===== config.mk =====
export PLATFORM = sky130hd
export DESIGN_NAME = alu_arbiter
export DESIGN_NICKNAME = d
export VERILOG_FILES = /design/src/rtl/alu_pkg.sv /design/src/rtl/rr_arbiter2.sv /design/src/rtl/alu_arbiter.sv
export SDC_FILE = /design/constraint.sdc
export NUM_CORES = 1
export LEC_CHECK = 0
export ABC_AREA = 0
export CORE_UTILIZATION = 35
export DETAILED_ROUTE_END_ITERATION = 12
export PLACE_DENSITY = 0.8
export SYNTH_ARGS = -nofsm -noshare
export SYNTH_HDL_FRONTEND = slang
export SYNTH_SLANG_ARGS = --single-unit
export TNS_END_PERCENT = 5

===== constraint.sdc =====
create_clock -name CLK -period 2.4 [get_ports CLK]
set_clock_uncertainty 0.2 [all_clocks]
set_input_delay 0.24 -clock CLK [delete_from_list [all_inputs] [get_ports CLK]]
set_output_delay 0.24 -clock CLK [all_outputs]
set_load 0.05 [all_outputs]

===== src/rtl/alu_pkg.sv =====
// Shared definitions for the ALU arbiter: opcodes, FSM encoding and opcode legality.
package alu_pkg;

    localparam int DATA_WIDTH_DEFAULT = 8;

    localparam logic [2:0] OP_FWD = 3'b000;
    localparam logic [2:0] OP_ADD = 3'b001;
    localparam logic [2:0] OP_AND = 3'b010;
    localparam logic [2:0] OP_OR  = 3'b011;

    typedef enum logic [1:0] {
        IDLE = 2'b00,
        WAIT = 2'b01,
        RESP = 2'b10
    } state_t;

    // The ALU implements only the 0xx opcodes; anything with the top bit set is rejected.
    function automatic logic op_is_legal(input logic [2:0] op);
        return (op[2] == 1'b0);
    endfunction

endpackage


===== src/rtl/rr_arbiter2.sv =====
// Two-way round-robin grant: a lone requester always wins, a tie goes to the
// requester that was not granted last time.
module rr_arbiter2 (
    input  logic [1:0] valid,
    input  logic       last_grant,
    output logic       grant_valid,
    output logic       grant_idx
);

    // Grant decode from the valid pair and the last-grant pointer
    always_comb begin
        grant_valid = 1'b0;
        grant_idx   = 1'b0;
        case (valid)
            2'b01: begin
                grant_valid = 1'b1;
                grant_idx   = 1'b0;
            end
            2'b10: begin
                grant_valid = 1'b1;
                grant_idx   = 1'b1;
            end
            2'b11: begin
                grant_valid = 1'b1;
                grant_idx   = ~last_grant;
            end
            default: begin
                grant_valid = 1'b0;
                grant_idx   = 1'b0;
            end
        endcase
    end

endmodule


===== src/rtl/alu_arbiter.sv =====
// Shares one combinational ALU between two valid/ready requesters: grants a command,
// holds the ALU inputs for a settle interval, then returns the captured result.
module alu_arbiter
    import alu_pkg::*;
#(
    parameter int DATA_WIDTH    = DATA_WIDTH_DEFAULT,
    parameter int SETTLE_CYCLES = 2
) (
    input  logic                    CLK,
    input  logic                    RESET,
    input  logic [1:0]              REQ_VALID,
    output logic [1:0]              REQ_READY,
    input  logic [5:0]              REQ_OP,
    input  logic [2*DATA_WIDTH-1:0] REQ_A,
    input  logic [2*DATA_WIDTH-1:0] REQ_B,
    output logic [1:0]              RSP_VALID,
    input  logic [1:0]              RSP_READY,
    output logic [DATA_WIDTH-1:0]   RSP_RESULT,
    output logic                    RSP_ZERO,
    output logic                    RSP_ERR,
    output logic [DATA_WIDTH-1:0]   ALU_DATA1,
    output logic [DATA_WIDTH-1:0]   ALU_DATA2,
    output logic [2:0]              ALU_SELECT,
    input  logic [DATA_WIDTH-1:0]   ALU_RESULT,
    input  logic                    ALU_ZERO
);

    localparam logic [3:0] SETTLE_INIT = 4'(SETTLE_CYCLES - 1);

    state_t                  state_r, state_s;
    logic [3:0]              cnt_r, cnt_s;
    logic                    last_r, last_s;
    logic                    gnt_r, gnt_s;
    logic [1:0]              rsp_valid_r, rsp_valid_s;
    logic [DATA_WIDTH-1:0]   result_r, result_s;
    logic                    zero_r, zero_s;
    logic                    err_r, err_s;
    logic [DATA_WIDTH-1:0]   d1_r, d1_s;
    logic [DATA_WIDTH-1:0]   d2_r, d2_s;
    logic [2:0]              sel_r, sel_s;

    logic                    arb_valid_s;
    logic                    arb_idx_s;
    logic [1:0]              req_ready_s;
    logic [2:0]              req_op_s;
    logic [DATA_WIDTH-1:0]   req_a_s;
    logic [DATA_WIDTH-1:0]   req_b_s;

    rr_arbiter2 u_rr (
        .valid       (REQ_VALID),
        .last_grant  (last_r),
        .grant_valid (arb_valid_s),
        .grant_idx   (arb_idx_s)
    );

    assign req_op_s = arb_idx_s ? REQ_OP[5:3] : REQ_OP[2:0];
    assign req_a_s  = arb_idx_s ? REQ_A[2*DATA_WIDTH-1:DATA_WIDTH] : REQ_A[DATA_WIDTH-1:0];
    assign req_b_s  = arb_idx_s ? REQ_B[2*DATA_WIDTH-1:DATA_WIDTH] : REQ_B[DATA_WIDTH-1:0];

    // Ready is offered only to the current grant and only while idle
    always_comb begin
        req_ready_s = 2'b00;
        if ((state_r == IDLE) && arb_valid_s) begin
            req_ready_s = arb_idx_s ? 2'b10 : 2'b01;
        end else begin
            req_ready_s = 2'b00;
        end
    end

    // Next-state and next-register values for the grant/settle/respond sequence
    always_comb begin
        state_s     = state_r;
        cnt_s       = cnt_r;
        last_s      = last_r;
        gnt_s       = gnt_r;
        rsp_valid_s = rsp_valid_r;
        result_s    = result_r;
        zero_s      = zero_r;
        err_s       = err_r;
        d1_s        = d1_r;
        d2_s        = d2_r;
        sel_s       = sel_r;
        case (state_r)
            IDLE: begin
                if (arb_valid_s) begin
                    gnt_s = arb_idx_s;
                    if (op_is_legal(req_op_s)) begin
                        d1_s    = req_a_s;
                        d2_s    = req_b_s;
                        sel_s   = req_op_s;
                        cnt_s   = SETTLE_INIT;
                        state_s = WAIT;
                    end else begin
                        // Rejected opcodes never touch the ALU inputs
                        result_s    = '0;
                        zero_s      = 1'b0;
                        err_s       = 1'b1;
                        rsp_valid_s = arb_idx_s ? 2'b10 : 2'b01;
                        state_s     = RESP;
                    end
                end else begin
                    state_s = IDLE;
                end
            end
            WAIT: begin
                if (cnt_r == 4'd0) begin
                    result_s    = ALU_RESULT;
                    // ALU only refreshes ZERO on ADD, so any other op reports a clear flag
                    zero_s      = (sel_r == OP_ADD) ? ALU_ZERO : 1'b0;
                    err_s       = 1'b0;
                    rsp_valid_s = gnt_r ? 2'b10 : 2'b01;
                    state_s     = RESP;
                end else begin
                    cnt_s = cnt_r - 4'd1;
                end
            end
            RESP: begin
                if (RSP_READY[gnt_r]) begin
                    rsp_valid_s = 2'b00;
                    last_s      = gnt_r;
                    state_s     = IDLE;
                end else begin
                    state_s = RESP;
                end
            end
            default: begin
                rsp_valid_s = 2'b00;
                state_s     = IDLE;
            end
        endcase
    end

    // State and datapath registers with synchronous reset
    always_ff @(posedge CLK) begin
        if (RESET) begin
            state_r     <= IDLE;
            cnt_r       <= 4'd0;
            last_r      <= 1'b1;
            gnt_r       <= 1'b0;
            rsp_valid_r <= 2'b00;
            result_r    <= '0;
            zero_r      <= 1'b0;
            err_r       <= 1'b0;
            d1_r        <= '0;
            d2_r        <= '0;
            sel_r       <= 3'b000;
        end else begin
            state_r     <= state_s;
            cnt_r       <= cnt_s;
            last_r      <= last_s;
            gnt_r       <= gnt_s;
            rsp_valid_r <= rsp_valid_s;
            result_r    <= result_s;
            zero_r      <= zero_s;
            err_r       <= err_s;
            d1_r        <= d1_s;
            d2_r        <= d2_s;
            sel_r       <= sel_s;
        end
    end

    assign REQ_READY  = req_ready_s;
    assign RSP_VALID  = rsp_valid_r;
    assign RSP_RESULT = result_r;
    assign RSP_ZERO   = zero_r;
    assign RSP_ERR    = err_r;
    assign ALU_DATA1  = d1_r;
    assign ALU_DATA2  = d2_r;
    assign ALU_SELECT = sel_r;

endmodule


== Yosys cells after proc, flatten, opt, wreduce, memory -nomap -nowiden ==
Cells that the tools add are included.
Storage, ports and cells
  bits in registers: 38
  bits in latches: 0
  RAM bits: 0
  ROM bits: 0
  bits of input ports: 53
  output and inout port bits: 33
  word-level logic and storage cells: 75
  memories: 0
Operators by class
  add/sub/neg operators: 1
  multipliers: 0
  div/mod/pow operators: 0
  order comparisons: 1
  equality and inequality tests: 12
  shift-type cells: 0
  mux-type cells: 37
  bitwise gates (word level): 2
  reductions and logical operators: 11
Operators with widths (count)
  $mux W8: 5
  $mux W2: 11
  $pmux W8 S2: 1
  $mux W4: 3
  $ne A2 B2 Y1 const B: 6
  $pmux W2 S3: 2
  $reduce_and A4 Y1: 3
  $mux W1: 10
  $pmux W4 S2: 1
  $eq A2 B1 Y1 const B: 3
  $eq A2 B2 Y1 const B: 3
  $pmux W1 S2: 3
  $logic_not A4 Y1: 1
  $reduce_and A2 Y1: 2
  $sub A4 B1 Y4 const B: 1
  $mux W3: 1
  $reduce_and A3 Y1: 1
  $reduce_or A3 Y1: 1
  $logic_not A2 Y1: 1
  $lt A1 B2 Y1 const B: 1
  $not A1 Y1: 2
  $reduce_bool A2 Y1: 1
  $logic_and A1 B1 Y1: 1

== Depth between registers and ports, before layout ==
  depth in word-level cells: 6
  depth in mapped cells: 7
  depth with buffers taken out: 6

== Modules after synthesis ==
Synthesis repeated with hierarchy kept, for this count alone.
Unflattened totals
  cells, all modules: 201
  area, all modules: 1948.1 um2
Modules (own cells, without submodules)
  alu_arbiter: instances 1, cells each 199, area each 1934.4 um2, seq. area each 760.7 um2
  rr_arbiter2: instances 1, cells each 2, area each 13.8 um2, seq. area each 0.0 um2

== Least setup slack after synthesis ==
No wires, ideal clock.
  path type: register to output
  from: reg state_r[0]
  to: out REQ_READY[0]
  data arrival time: 1.357 ns
  required time: 1.960 ns
  slack: 0.603 ns
  stages on the path, launching flop included: 5
  path buffers: 1
  cells stage by stage: dfxtp_1 -> buf_2 -> nor2_1 -> o21ai_1 -> nor2_1
Between the ends
  word-level cells in the longest chain between the ends: 3
RTL lines
  from (decl): line alu_arbiter.sv:30  | state_t state_r, state_s;
  from (signal assigned): line alu_arbiter.sv:148  | state_r <= state_s;
  $logic_not A2 Y1: line alu_arbiter.sv:63  | if ((state_r == IDLE) && arb_valid_s) begin
  $logic_and A1 B1 Y1: line alu_arbiter.sv:63
  $mux W2: line alu_arbiter.sv:63
  to (decl): line alu_arbiter.sv:12  | output logic [1:0] REQ_READY,
No other way between the ends.

== Final worst setup path ==
  from: in REQ_VALID[1]
  to: out REQ_READY[1]
Between the ends
  word-level cells in the longest chain between the ends: 5
  elaborated cells on any way between the ends: 9
  classes of those cells: eq/ne (3); mux (4); reduce/logical (2)
RTL lines
  from (decl): line alu_arbiter.sv:11  | input logic [1:0] REQ_VALID,
  $eq A2 B1 Y1 or $eq A2 B2 Y1 (tied branches): line rr_arbiter2.sv:14  | case (valid)
  $reduce_or A3 Y1 (no line)
  $mux W1: line rr_arbiter2.sv:14
  $logic_and A1 B1 Y1: line alu_arbiter.sv:63
  $mux W2 *: line alu_arbiter.sv:63
Every way passes the cells marked *; elsewhere a longest branch is shown, timed or not.

==> results.md <==
* Status: completed
* Startpoint types: input pin
* Seq cells post-synth at 38
* Via/cell ratio at 5.19
* Post-Synth XOR/XNOR Area at 0
* Most common cell in the synthesized netlist: dfxtp_1
* Combinational family with the most area after synthesis: compound AO/OA/AOI/OAI gates
* Post-layout net count at 323
* Setup TNS at 0 ns
* Required @ worst endpoint at 1.96 ns
* Crit path kind: input pin to primary output
* First-pass DRT Iterations at 4
* Post-synth cell types at 41
* RSZ-0062 raised after global routing: false
* Diodes inserted at 0
* DR WL/cell at 13.5 um
* EDFF count, synth at 0
* IO Pins at 86
* Syn-to-layout area delta at 56.6%
* Mux contribution to synthesized area at 0.135
* Storage cell area at 761 um^2
* Number of global-route vias before repair at 1650
* CTS resizes at 0
* Hold buffers post-CTS at 0
* Ys flop type: dfxtp_1
* Post-Synth Simple-Gate Area at 0.0820
* Die footprint at 5480 um^2
* Starting Density at 0.375
* Initial antenna violation count at 0
* Hpwl dp at 3410 um
* Seq/Total Area, Yosys at 0.419
* Layout cells sized above 1 at 0.100
* GR Util All Layers at 0.175
* Fin area at 2850 um^2
* Row count at 25
* Net count after synthesis at 238
* Cell taking the most area after synthesis: dfxtp_1
* Worst Setup End Kind: primary output
* Final setup viols at 0
* CTS clk-pin slew, worst paths at 0.07 ns
* Worst Hold Class: register to register
* Fillers at 457
* Min Tclk post-route at 2.26 ns
* Post-CTS setup buffer count at 0
* Data arrival, critical path at 1.82 ns
* Worst skew pair latency at 0.29 ns
* Top cells by area, synth: dfxtp_1, mux2i_1, a211oi_1
* Port bufs at 84
* Slew @ Worst Pin at 0.886 ns
* R2R Setup Slk at 0.34 ns
* Adder-Cell Fraction of Synth Area at 0.0138
* Mapped Area at 1820 um^2
* Final worst path period share at 0.940
* Multi-input logic area at 981 um^2
* # H-tree levels at 2
* Slew headroom at 0.409
* Reg2Reg Depth at 6
* Hold Crit Depth at 1
* Core Region at 4850 um^2
* Final Hold Viols at 0
* Leakage at 1.05 nW
* Post-synth ARST share at 0
* Most frequent cells after synthesis: dfxtp_1, a21oi_1, mux2i_1
* Power Density at 866 nW/um^2
* DP Worst Slack at 0.0881 ns
* Final GP Congestion at 0.787
* CTS tree: built
* Clock root cell: clkbuf_8
* PnR worst setup slack at 0.145 ns
* Post-Synthesis Cells at 183
* FMAX at 443 MHz
* Synth warnings at 0
* Chip Width at 74.0 um
* Routed Antenna Nets at 0
* Pins Over Slew Limit at 0
* Synth Area in Compound Gates at 0.307
* Clk sinks at 38
* Num CTS Buffers at 5
* Number of remaining DRC errors at 0
* Final global-route overflow total at 0
* Max Cap Viol at 0
* Iter 0 DRT Violations at 82
* Vias at 1745
* Share of the synthesized area in the top cell type at 0.419
* Crit-path max FO at 20
* DRT Wirelength at 4550 um
* Maximum clock path buffer count at 2
* Chip Height at 74.0 um
* First-pass GRT wire length at 7420 um
* Area after DPL at 2750 um^2
* Max VDD drop at 0.000437 V
* Synthesized area per cell at 9.93 um^2
* Largest net degree at the start of global routing at 23
## worst max-delay path, cell delays in order
cell             delay (ns)
clkdlybuf4s50_1        0.52
a21boi_4               0.29
buf_4                  0.35
and2_1                 0.26
buf_12                 0.15
## worst paths after layout
| kind | startpoint | endpoint |
|---|---|---|
| worst max register to register | cnt_r[1] | RSP_RESULT[4] |
| worst min-delay path | RSP_ZERO | RSP_ZERO |
| worst min register to register | RSP_ZERO | RSP_ZERO |
| worst max-delay path | REQ_VALID[1] | REQ_READY[1] |
## power by group
group	switching, mW	leakage (nW)	internal [mW]	total (mW)
Clock	0.226	0.0472	0.231	0.457
Sequential	0.0885	0.312	0.747	0.835
Combinational	0.694	0.694	0.478	1.17
## metal layers
layer / wire length [um] / part of all wire / global-route usage / vias up
met5: 0 / 0 / 0 / -
met3: 389 / 0.085 / 0.0583 / 5
li1: - / - / - / 870
met4: 42 / 0.0092 / 0.0598 / 0
met1: 1930 / 0.42 / 0.201 / 799
met2: 2190 / 0.48 / 0.304 / 71
## area by class of cell
type	instances	area share
clock buffer	6	0.0290
clock inverter	2	0.00440
inverter	3	0.00396
multi-input combinational	129	0.345
sequential	38	0.267
tap	67	0.0295
timing repair buffer	91	0.321
## registers in the layout, summed over array words and instances (netlist names)
| name | cells |
|---|---|
| RSP_RESULT | 8 |
| RSP_ZERO | 1 |
| ALU_DATA2 | 8 |
| ALU_SELECT | 2 |
| state_r | 2 |
| ALU_DATA1 | 8 |
| gnt_r | 1 |
| RSP_ERR | 1 |
| RSP_VALID | 2 |
| last_r | 1 |
| cnt_r | 4 |
## stage by stage
step / cells / power (mW) / utilization / hold slack, ns
floorplan: 183 / 1.63 / - / 0.166
detailed placement: 328 / 2.02 / 0.567 / 0.253
global placement: 328 / 2.00 / 0.567 / 0.252
global route: 336 / 2.61 / 0.587 / 0.300
finish: 336 / 2.46 / 0.587 / 0.265
CTS: 336 / 2.48 / 0.587 / 0.269
## placed cells by master, fill, tap and decap left out, drive strengths merged
cell           count
or2                2
a32o               1
o21ai              4
and2               2
clkdlybuf4s50     82
mux2               1
conb               1
nor3               1
clkinv             1
o211ai             6
a211o              2
buf                9
o31ai              1
a2111oi            1
nor2               9
clkbuf             6
a31oi              1
a22o               9
or3b               1
mux2i             23
ha                 2
dfxtp             38
inv                3
o211a              2
a221oi             1
nand2              5
a221o              1
o22ai              1
nand2b             2
a211oi            19
a21oi             25
o41ai              1
nor2b              2
nor3b              1
clkinvlp           1
nor4bb             1
a21boi             1
## kinds of logic (layout without fill, tap and decap cells)
kind of cell,after synthesis,count (layout)
AOI/OAI and AO/OA,76,76
adders and majority gates,2,2
buffers and inverters,16,102
other,1,1
and+or+nand+nor,26,26
muxes,24,24
DFF,38,38
No activity file was read; power rests on OpenSTA's default activity.
